==> src/rtl/seq_detector_param.sv <==
// seq_detector_param: runtime-configurable Moore serial-pattern detector.
// Keeps a shift history of accepted bits and a fill count of how many of
// them belong to the current search. It raises seq_out for one accepted bit
// when the last len_r bits equal the low len_r bits of the pattern, and it
// keeps a saturating count of matches.
module seq_detector_param #(
  parameter int                 MAX_LEN       = 8,
  parameter int                 CNT_W         = 8,
  parameter logic [MAX_LEN-1:0] RESET_PATTERN = MAX_LEN'(8'b0000_0011),
  parameter int                 RESET_LEN     = 4,
  parameter bit                 RESET_OVERLAP = 1'b1,
  localparam int                LEN_W         = $clog2(MAX_LEN + 1)
) (
  input  logic               clock,
  input  logic               reset,
  input  logic               seq_in,
  input  logic               in_valid,
  input  logic               cfg_load,
  input  logic [MAX_LEN-1:0] cfg_pattern,
  input  logic [LEN_W-1:0]   cfg_len,
  input  logic               cfg_overlap,
  output logic               seq_out,
  output logic [CNT_W-1:0]   match_count
);

  // Registered configuration
  logic [MAX_LEN-1:0] r_pattern;
  logic [LEN_W-1:0]   r_len;
  logic               r_overlap;

  // Detection state
  logic [MAX_LEN-1:0] r_hist;
  logic [LEN_W-1:0]   r_fill;
  logic               r_seq_out;
  logic [CNT_W-1:0]   r_count;

  // Combinational helpers
  logic [LEN_W-1:0]   w_len_clamped;
  logic [MAX_LEN-1:0] w_hist_next;
  logic [LEN_W:0]     w_fill_inc;
  logic [LEN_W-1:0]   w_fill_next;
  logic [MAX_LEN-1:0] w_mask;
  logic               w_match;
  logic               w_count_full;

  // Clamp the requested length into the supported range 1..MAX_LEN
  always_comb begin
    w_len_clamped = cfg_len;
    if (cfg_len == '0) begin
      w_len_clamped = LEN_W'(1);
    end else if (cfg_len > LEN_W'(MAX_LEN)) begin
      w_len_clamped = LEN_W'(MAX_LEN);
    end
  end

  // Mask selecting the bits of the history that take part in the compare
  generate
    for (genvar gi = 0; gi < MAX_LEN; gi++) begin : g_mask
      assign w_mask[gi] = (LEN_W'(gi) < r_len);
    end
  endgenerate

  // Next history and fill if the current bit is accepted, and the match decision.
  // The increment is one bit wider so that fill+1 cannot wrap before the clamp.
  always_comb begin
    w_hist_next  = {r_hist[MAX_LEN-2:0], seq_in};
    w_fill_inc   = {1'b0, r_fill} + {{LEN_W{1'b0}}, 1'b1};
    w_fill_next  = (w_fill_inc >= {1'b0, r_len}) ? r_len : w_fill_inc[LEN_W-1:0];
    w_match      = (w_fill_next == r_len) &&
                   (((w_hist_next ^ r_pattern) & w_mask) == '0);
    w_count_full = (r_count == {CNT_W{1'b1}});
  end

  // Configuration register: loaded from the cfg_* inputs on cfg_load
  always_ff @(posedge clock or posedge reset) begin
    if (reset) begin
      r_pattern <= RESET_PATTERN;
      r_len     <= LEN_W'(RESET_LEN);
      r_overlap <= RESET_OVERLAP;
    end else if (cfg_load) begin
      r_pattern <= cfg_pattern;
      r_len     <= w_len_clamped;
      r_overlap <= cfg_overlap;
    end
  end

  // Detection state: cfg_load restarts the search, an accepted bit advances it,
  // otherwise everything (including seq_out) holds
  always_ff @(posedge clock or posedge reset) begin
    if (reset) begin
      r_hist    <= '0;
      r_fill    <= '0;
      r_seq_out <= 1'b0;
      r_count   <= '0;
    end else if (cfg_load) begin
      r_hist    <= '0;
      r_fill    <= '0;
      r_seq_out <= 1'b0;
      r_count   <= '0;
    end else if (in_valid) begin
      r_hist    <= w_hist_next;
      r_seq_out <= w_match;
      // Without overlap a match consumes its bits; the next one needs len_r fresh bits
      r_fill    <= (w_match && !r_overlap) ? '0 : w_fill_next;
      if (w_match && !w_count_full) begin
        r_count <= r_count + 1'b1;
      end
    end
  end

  assign seq_out     = r_seq_out;
  assign match_count = r_count;

endmodule

==> config.mk <==
export PLATFORM = sky130hd
export DESIGN_NAME = seq_detector_param
export DESIGN_NICKNAME = d
export VERILOG_FILES = /design/src/rtl/seq_detector_param.sv
export SDC_FILE = /design/constraint.sdc
export NUM_CORES = 1
export LEC_CHECK = 0
export ABC_CLOCK_PERIOD_IN_PS = 4700
export CAP_MARGIN = 20
export CORE_MARGIN = 8
export CORE_UTILIZATION = 35
export DETAILED_ROUTE_END_ITERATION = 10
export GPL_ROUTABILITY_DRIVEN = 1
export PLACE_DENSITY = 0.53
export SLEW_MARGIN = 20
export SYNTH_ARGS = -nofsm -noshare
export SYNTH_HDL_FRONTEND = slang
export SYNTH_SLANG_ARGS = --single-unit
export TNS_END_PERCENT = 100
==> constraint.sdc <==
create_clock -name clock -period 4.7 [get_ports clock]
set_input_delay 0.94 -clock clock [delete_from_list [all_inputs] [get_ports clock]]
set_output_delay 0.94 -clock clock [all_outputs]
set_load 0.05 [all_outputs]
; ---- Yosys cells after proc, flatten, opt, wreduce, memory -nomap -nowiden
; Index checks and enable logic that the tools add are counted.
; W data, S select, Z words.
[word_totals]
output_inout_bits = 9
input_bits = 18
wordCells = 46
register_bits = 33
[op_classes]
n_reduce_logical = 10
mux = 13
n_addsub = 2
order_cmp = 10
eq_ne = 2
bitwise_logic = 2
[op_table]
columns = op, n
row1 = $mux W4, 6
row2 = $mux W8, 3
row3 = $lt A3 B4 Y1 const A, 4
row4 = $mux W7, 2
row5 = $add A8 B1 Y8 const B, 1
row6 = $and A8 B8 Y8, 1
row7 = $eq A8 B8 Y1 const B, 1
row8 = $logic_not A8 Y1, 1
row9 = $lt A1 B4 Y1 const A, 2
row10 = $lt A2 B4 Y1 const A, 2
row11 = $xor A8 B8 Y8, 1
row12 = $add A4 B1 Y5 const B, 1
row13 = $ge A5 B4 Y1, 1
row14 = $eq A4 B4 Y1, 1
row15 = $gt A4 B4 Y1 const B, 1
row16 = $logic_not A4 Y1, 1
row17 = $reduce_bool A2 Y1, 2
row18 = $logic_and A1 B1 Y1, 3
row19 = $logic_not A1 Y1, 2
row20 = $mux W1, 2
row21 = $reduce_and A2 Y1, 1

; ---- Longest topological paths before layout
[logic_depth]
word_depth = 9
mapped_depth = 9
mapped_depth_nobuf = 8

; ---- Least setup slack after synthesis
; No wires, ideal clock.
[synth_path]
path_type = register to register
from = register r_fill[0]
to = register r_count[7] (netlist: match_count[7])
t_arrival_ps = 2459
stages_incl_launch_ff = 10
t_required_ps = 4572
setup_time_ps = 128
setup_slack_ps = 2113
n_path_buf = 1
synth_period_minus_slack_ps = 2587
path_cell_list = dfrtp_1 ha_1 xor2_2 ha_1 o21ai_0 o21ai_2 o2111ai_2 buf_6 nor4_4 mux2_1
[synth_via]
elab_chain_len = 8
[synth_rtl]
columns = item, line
row1 = start: declaration, 33  ; logic [LEN_W-1:0] r_fill;
row2 = start signal: assignment, 104  ; r_fill <= (w_match && !r_overlap) ? '0 : w_fill_next;
row3 = $add A4 B1 Y5 (*), 67  ; w_fill_inc = {1'b0, r_fill} + {{LEN_W{1'b0}}, 1'b1};
row4 = $ge A5 B4 Y1, 68  ; w_fill_next = (w_fill_inc >= {1'b0, r_len}) ? r_len : w_fill_inc[LEN_W-1:0];
row5 = $mux W4 (*), 68
row6 = $eq A4 B4 Y1 (*), 69  ; w_match = (w_fill_next == r_len) &&
row7 = $logic_and A1 B1 Y1 (*), 69
row8 = $logic_and A1 B1 Y1 (*), 105  ; if (w_match && !w_count_full) begin
row9 = $reduce_bool A2 Y1 (no line) (*), -
row10 = $reduce_and A2 Y1 (no line) (*), -
row11 = end signal: assignment, 106  ; r_count <= r_count + 1'b1;
row12 = end: declaration, 35  ; logic [CNT_W-1:0] r_count;
; Every way passes the cells marked *; elsewhere a longest branch is shown, timed or not.
; A chain may end at the register's enable or synchronous reset.

; ---- Worst setup path after layout
[layout_path]
from = input port in_valid
to = register r_count[4] (netlist: match_count[4])
[layout_via]
elab_chain_len = 2
[layout_rtl]
columns = item, line
row1 = start: declaration, 17  ; input logic in_valid,
row2 = $reduce_bool A2 Y1 (no line), -
row3 = $reduce_and A2 Y1 (no line), -
; Every way passes these cells.

==> results.txt <==
----------------------------------------------------
[Outcome]
  Result of the run ... complete, no violations

[Placement]
  Count of input and output buffers ... 26
  Final GP Congestion ... 0.794
  Detailed-placement wirelength estimate ... 2880 µm

[Setup path]
  Crit start category ... input pin
  Crit-path cells ... clkdlybuf4s50_1 > o21ai_0 > buf_4 > or4_1 > a21oi_1
  Launching point of the worst reg2reg path ... r_fill[0]$_DFFE_PP0P_
  Reg-to-Reg End ... match_count[4]$_DFFE_PP0P_
  Critical path arrival ... 3.12 ns
  CP max stage cell ... sky130_fd_sc_hd__clkdlybuf4s50_1
  Worst Setup Path Type ... input pin to flip-flop
  Reg2Reg Depth ... 8
  Required time of the critical path ... 4.91 ns
  Kind of end point of the critical path ... flip-flop
  Reg-to-reg slack, setup ... 1.80 ns
  Peak fanout along the critical path ... 11
  Max incr delay on CP ... 0.84 ns
  Launch point of the worst path ... in_valid

[Hold path]
  Endpoint, Worst Hold ... r_fill[1]$_DFFE_PP0P_
  Min-delay worst type ... flip-flop to flip-flop
  Critical hold path startpoint ... r_fill[1]$_DFFE_PP0P_
  Depth of the worst hold-timing path ... 2

[Power and ir drop]
  Leakage power ... 0.919 nW
  PD cells ... 366 nW/µm²
  Peak VDD IR ... 208 µV
  Total design power ... 0.819 mW

[GRT]
  First-pass GRT wire length ... 6790 µm
  Overall track demand over capacity in global routing ... 11.0%
  Vias in the first global route ... 1,439
  Maximum number of pins on one net before global-route repair ... 36
  Aggregate global routing overflow ... 0
  Antenna violations before repair ... 0

[Clock network]
  CTS Buf Count ... 5
  Clk slew on worst S/H paths ... 0.06 ns
  Clock sink count ... 33
  Resized cells post-CTS ... 0
  Number of setup buffers added after CTS ... 0
  Clock tree from TritonCTS ... done
  Clock network latency to the later pin of the worst-skew pair ... 0.28 ns
  H-Tree Level Count ... 2
  CTS hold repair buffers ... 0
  Root buffer selected by CTS ... sky130_fd_sc_hd__clkbuf_8
  Maximum buffer depth of the clock tree ... 2

[Yosys]
  Mapped Avg Cell Area ... 10.3 µm²
  Cell type with the largest total area after synthesis ... sky130_fd_sc_hd__dfrtp_1
  Number of synthesized register bits ... 33
  Proportion of synthesized chip area in sequential cells ... 45.5%
  Mapped Nets ... 201
  Largest cells by area after synthesis ... sky130_fd_sc_hd__dfrtp_1 (40%), sky130_fd_sc_hd__dfstp_2 (5.8%), sky130_fd_sc_hd__xnor2_1 (5.8%)
  Synthesized netlist cell count ... 177
  Count of distinct cell types in the synthesized netlist ... 32
  Yosys warning total ... 0
  Share of Yosys cell area claimed by the top area cell type ... 39.8%
  Mapped cell area ... 1830 µm²

[Floorplanning]
  Core area ... 5070 µm²
  Number of primary I/O pins ... 27
  Initial cell density of the core ... 36.0%
  Placement Rows ... 26
  Die width ... 88.2 µm
  Total Die Area ... 7780 µm²
  Vertical extent of the die ... 88.2 µm

[Timing]
  Slew Viols, Final ... 0
  Setup total negative slack ... 0 ns
  Fin crit share ... 61.9%
  Clk_skew ... 0.00257 ns
  Achievable clock frequency ... 0.344 GHz
  Count of final setup violators ... 0
  Headroom to the max-slew limit ... 53.7%
  Slew of the pin with the lowest slew margin ... 0.687 ns
  Count of final hold-check violations ... 0
  RSZ-0062 raised after global routing ... false
  Period minus WS final ... 2.91 ns

[Drt]
  Detail-routed net length per standard cell ... 13.9 µm
  Per-cell via count in the routed design ... 5.06
  Routed length on met2 ... 1900 µm
  Final ANT Viol Nets ... 0
  Post-detailed-routing wire length ... 3850 µm
  Length of routed met3 wiring ... 105 µm
  DRC marker count from the first detailed-route iteration ... 103
  DRC ... 0
  First drt pass iteration count ... 4
  Via total after detailed routing ... 1,396
  DR top layer ... met4
  WL met1 ... 1790 µm

[Cells and area]
  Finished Core Util ... 44.2%
  Post-layout nets ... 229
  Share of final-layout standard cells stronger than drive strength 1 ... 13.6%
  Antenna diodes ... 0
  Layout fillers ... 521
  Area Overhead vs Synth ... 22.8%

[Run]
  Max-capacitance violation count ... 0

----------------------------------------------------
==> sequential cells by signal, indices dropped and copies added, names as in the netlist <==
register,count
match_count,8
r_pattern,8
r_hist,7
r_fill,4
r_len,4
r_overlap,1
seq_out,1
==> worst max-delay path, delay by kind of cell <==
family,cells,cell delay [ns]
buffers and inverters,2,1.13
and+or+nand+nor,1,0.47
AOI/OAI and AO/OA,2,0.58
==> area by class of cell <==
class / count / area [µm²] / share of cell area (%)
multi-input cells: 128 / 927 / 41.4
flip-flops and latches: 33 / 831 / 37.1
repair buffers: 29 / 283 / 12.6
well taps: 70 / 87.6 / 3.91
clock buffers: 6 / 72.6 / 3.24
inverters: 8 / 30.0 / 1.34
clock inverters: 2 / 10.0 / 0.447
==> metal layers <==
metal,track usage (%),vias to the layer above
met2,18.2,17
met5,0,-
li1,-,688
met3,3.16,5
met1,13.4,686
met4,3.84,0
==> cells in the final DEF (no fill, tap or decap), drive strengths merged, types with 5 or more instances in the layout <==
cell type / netlist / final
nand3: 9 / 9
o21ai: 16 / 16
o22ai: 5 / 5
nand2: 10 / 10
mux2: 10 / 10
inv: 8 / 8
a21oi: 10 / 10
o31ai: 5 / 5
clkdlybuf4s50: 0 / 26
xnor2: 12 / 12
mux2i: 9 / 9
or4: 5 / 5
ha: 6 / 6
clkbuf: 7 / 6
nor2: 14 / 14
dfrtp: 29 / 29
==> power breakdown <==
| part | total, mW | internal, mW | switching [mW] | leakage [nW] |
|---|---|---|---|---|
| Sequential | 0.350 | 0.314 | 0.0357 | 0.426 |
| Combinational | 0.267 | 0.116 | 0.151 | 0.447 |
| Clock | 0.203 | 0.102 | 0.100 | 0.0450 |
| Total | 0.819 | 0.533 | 0.287 | 0.919 |
==> through the flow <==
step                      cell area, µm²  setup WS, ns  instances  hold WS, ns
after global routing                2240          1.56        276        0.555
after CTS                           2240          1.77        276        0.538
after detailed placement            2160          1.46        268        0.520
final                               2240          1.79        276        0.531
after global placement              2160          1.59        268        0.510
after floorplan                     1830          2.11        177        0.476
==> worst max path at each step <==
| stage | endpoint | slack, ns |
|---|---|---|
| after global placement | match_count[4]$_DFFE_PP0P_ | 1.59 |
| after floorplan | match_count[7]$_DFFE_PP0P_ | 2.11 |
| after detailed placement | match_count[6]$_DFFE_PP0P_ | 1.46 |
| after global routing | match_count[3]$_DFFE_PP0P_ | 1.56 |
| after CTS | match_count[4]$_DFFE_PP0P_ | 1.77 |
| final | match_count[4]$_DFFE_PP0P_ | 1.79 |
==> cell usage after synthesis <==
master                       n
sky130_fd_sc_hd__dfrtp_1    29
sky130_fd_sc_hd__o21ai_0    15
sky130_fd_sc_hd__nor2_1     14
sky130_fd_sc_hd__xnor2_1    12
sky130_fd_sc_hd__a21oi_1    10
sky130_fd_sc_hd__nand2_1    10
sky130_fd_sc_hd__mux2_2      9
sky130_fd_sc_hd__mux2i_1     9
sky130_fd_sc_hd__nand3_1     9
sky130_fd_sc_hd__inv_1       8
sky130_fd_sc_hd__clkbuf_1    7
sky130_fd_sc_hd__ha_1        6
sky130_fd_sc_hd__o22ai_1     5
sky130_fd_sc_hd__o31ai_1     5
sky130_fd_sc_hd__or4_1       5
sky130_fd_sc_hd__dfstp_2     4
sky130_fd_sc_hd__nand2b_1    2
sky130_fd_sc_hd__nor2b_1     2
sky130_fd_sc_hd__nor4_4      2
sky130_fd_sc_hd__xor2_1      2
sky130_fd_sc_hd__a211oi_1    1
sky130_fd_sc_hd__a31oi_1     1
sky130_fd_sc_hd__a41oi_1     1
sky130_fd_sc_hd__and3_1      1
sky130_fd_sc_hd__buf_6       1
sky130_fd_sc_hd__mux2_1      1
sky130_fd_sc_hd__nor4_1      1
sky130_fd_sc_hd__o2111a_1    1
sky130_fd_sc_hd__o2111ai_2   1
sky130_fd_sc_hd__o21ai_2     1
sky130_fd_sc_hd__or3_1       1
sky130_fd_sc_hd__xor2_2      1
==> cell families (layout without fill, tap and decap cells) <==
family	after synthesis	after routing	share of synthesized area, %
compound gates	41	41	13.8
xor+xnor	15	15	7.61
fa+ha+maj	6	6	4.11
buf+inv	16	45	3.70
flops	33	33	45.5
mux	19	19	11.1
simple gates	47	47	14.2
No activity file was read; power rests on OpenSTA's default activity.
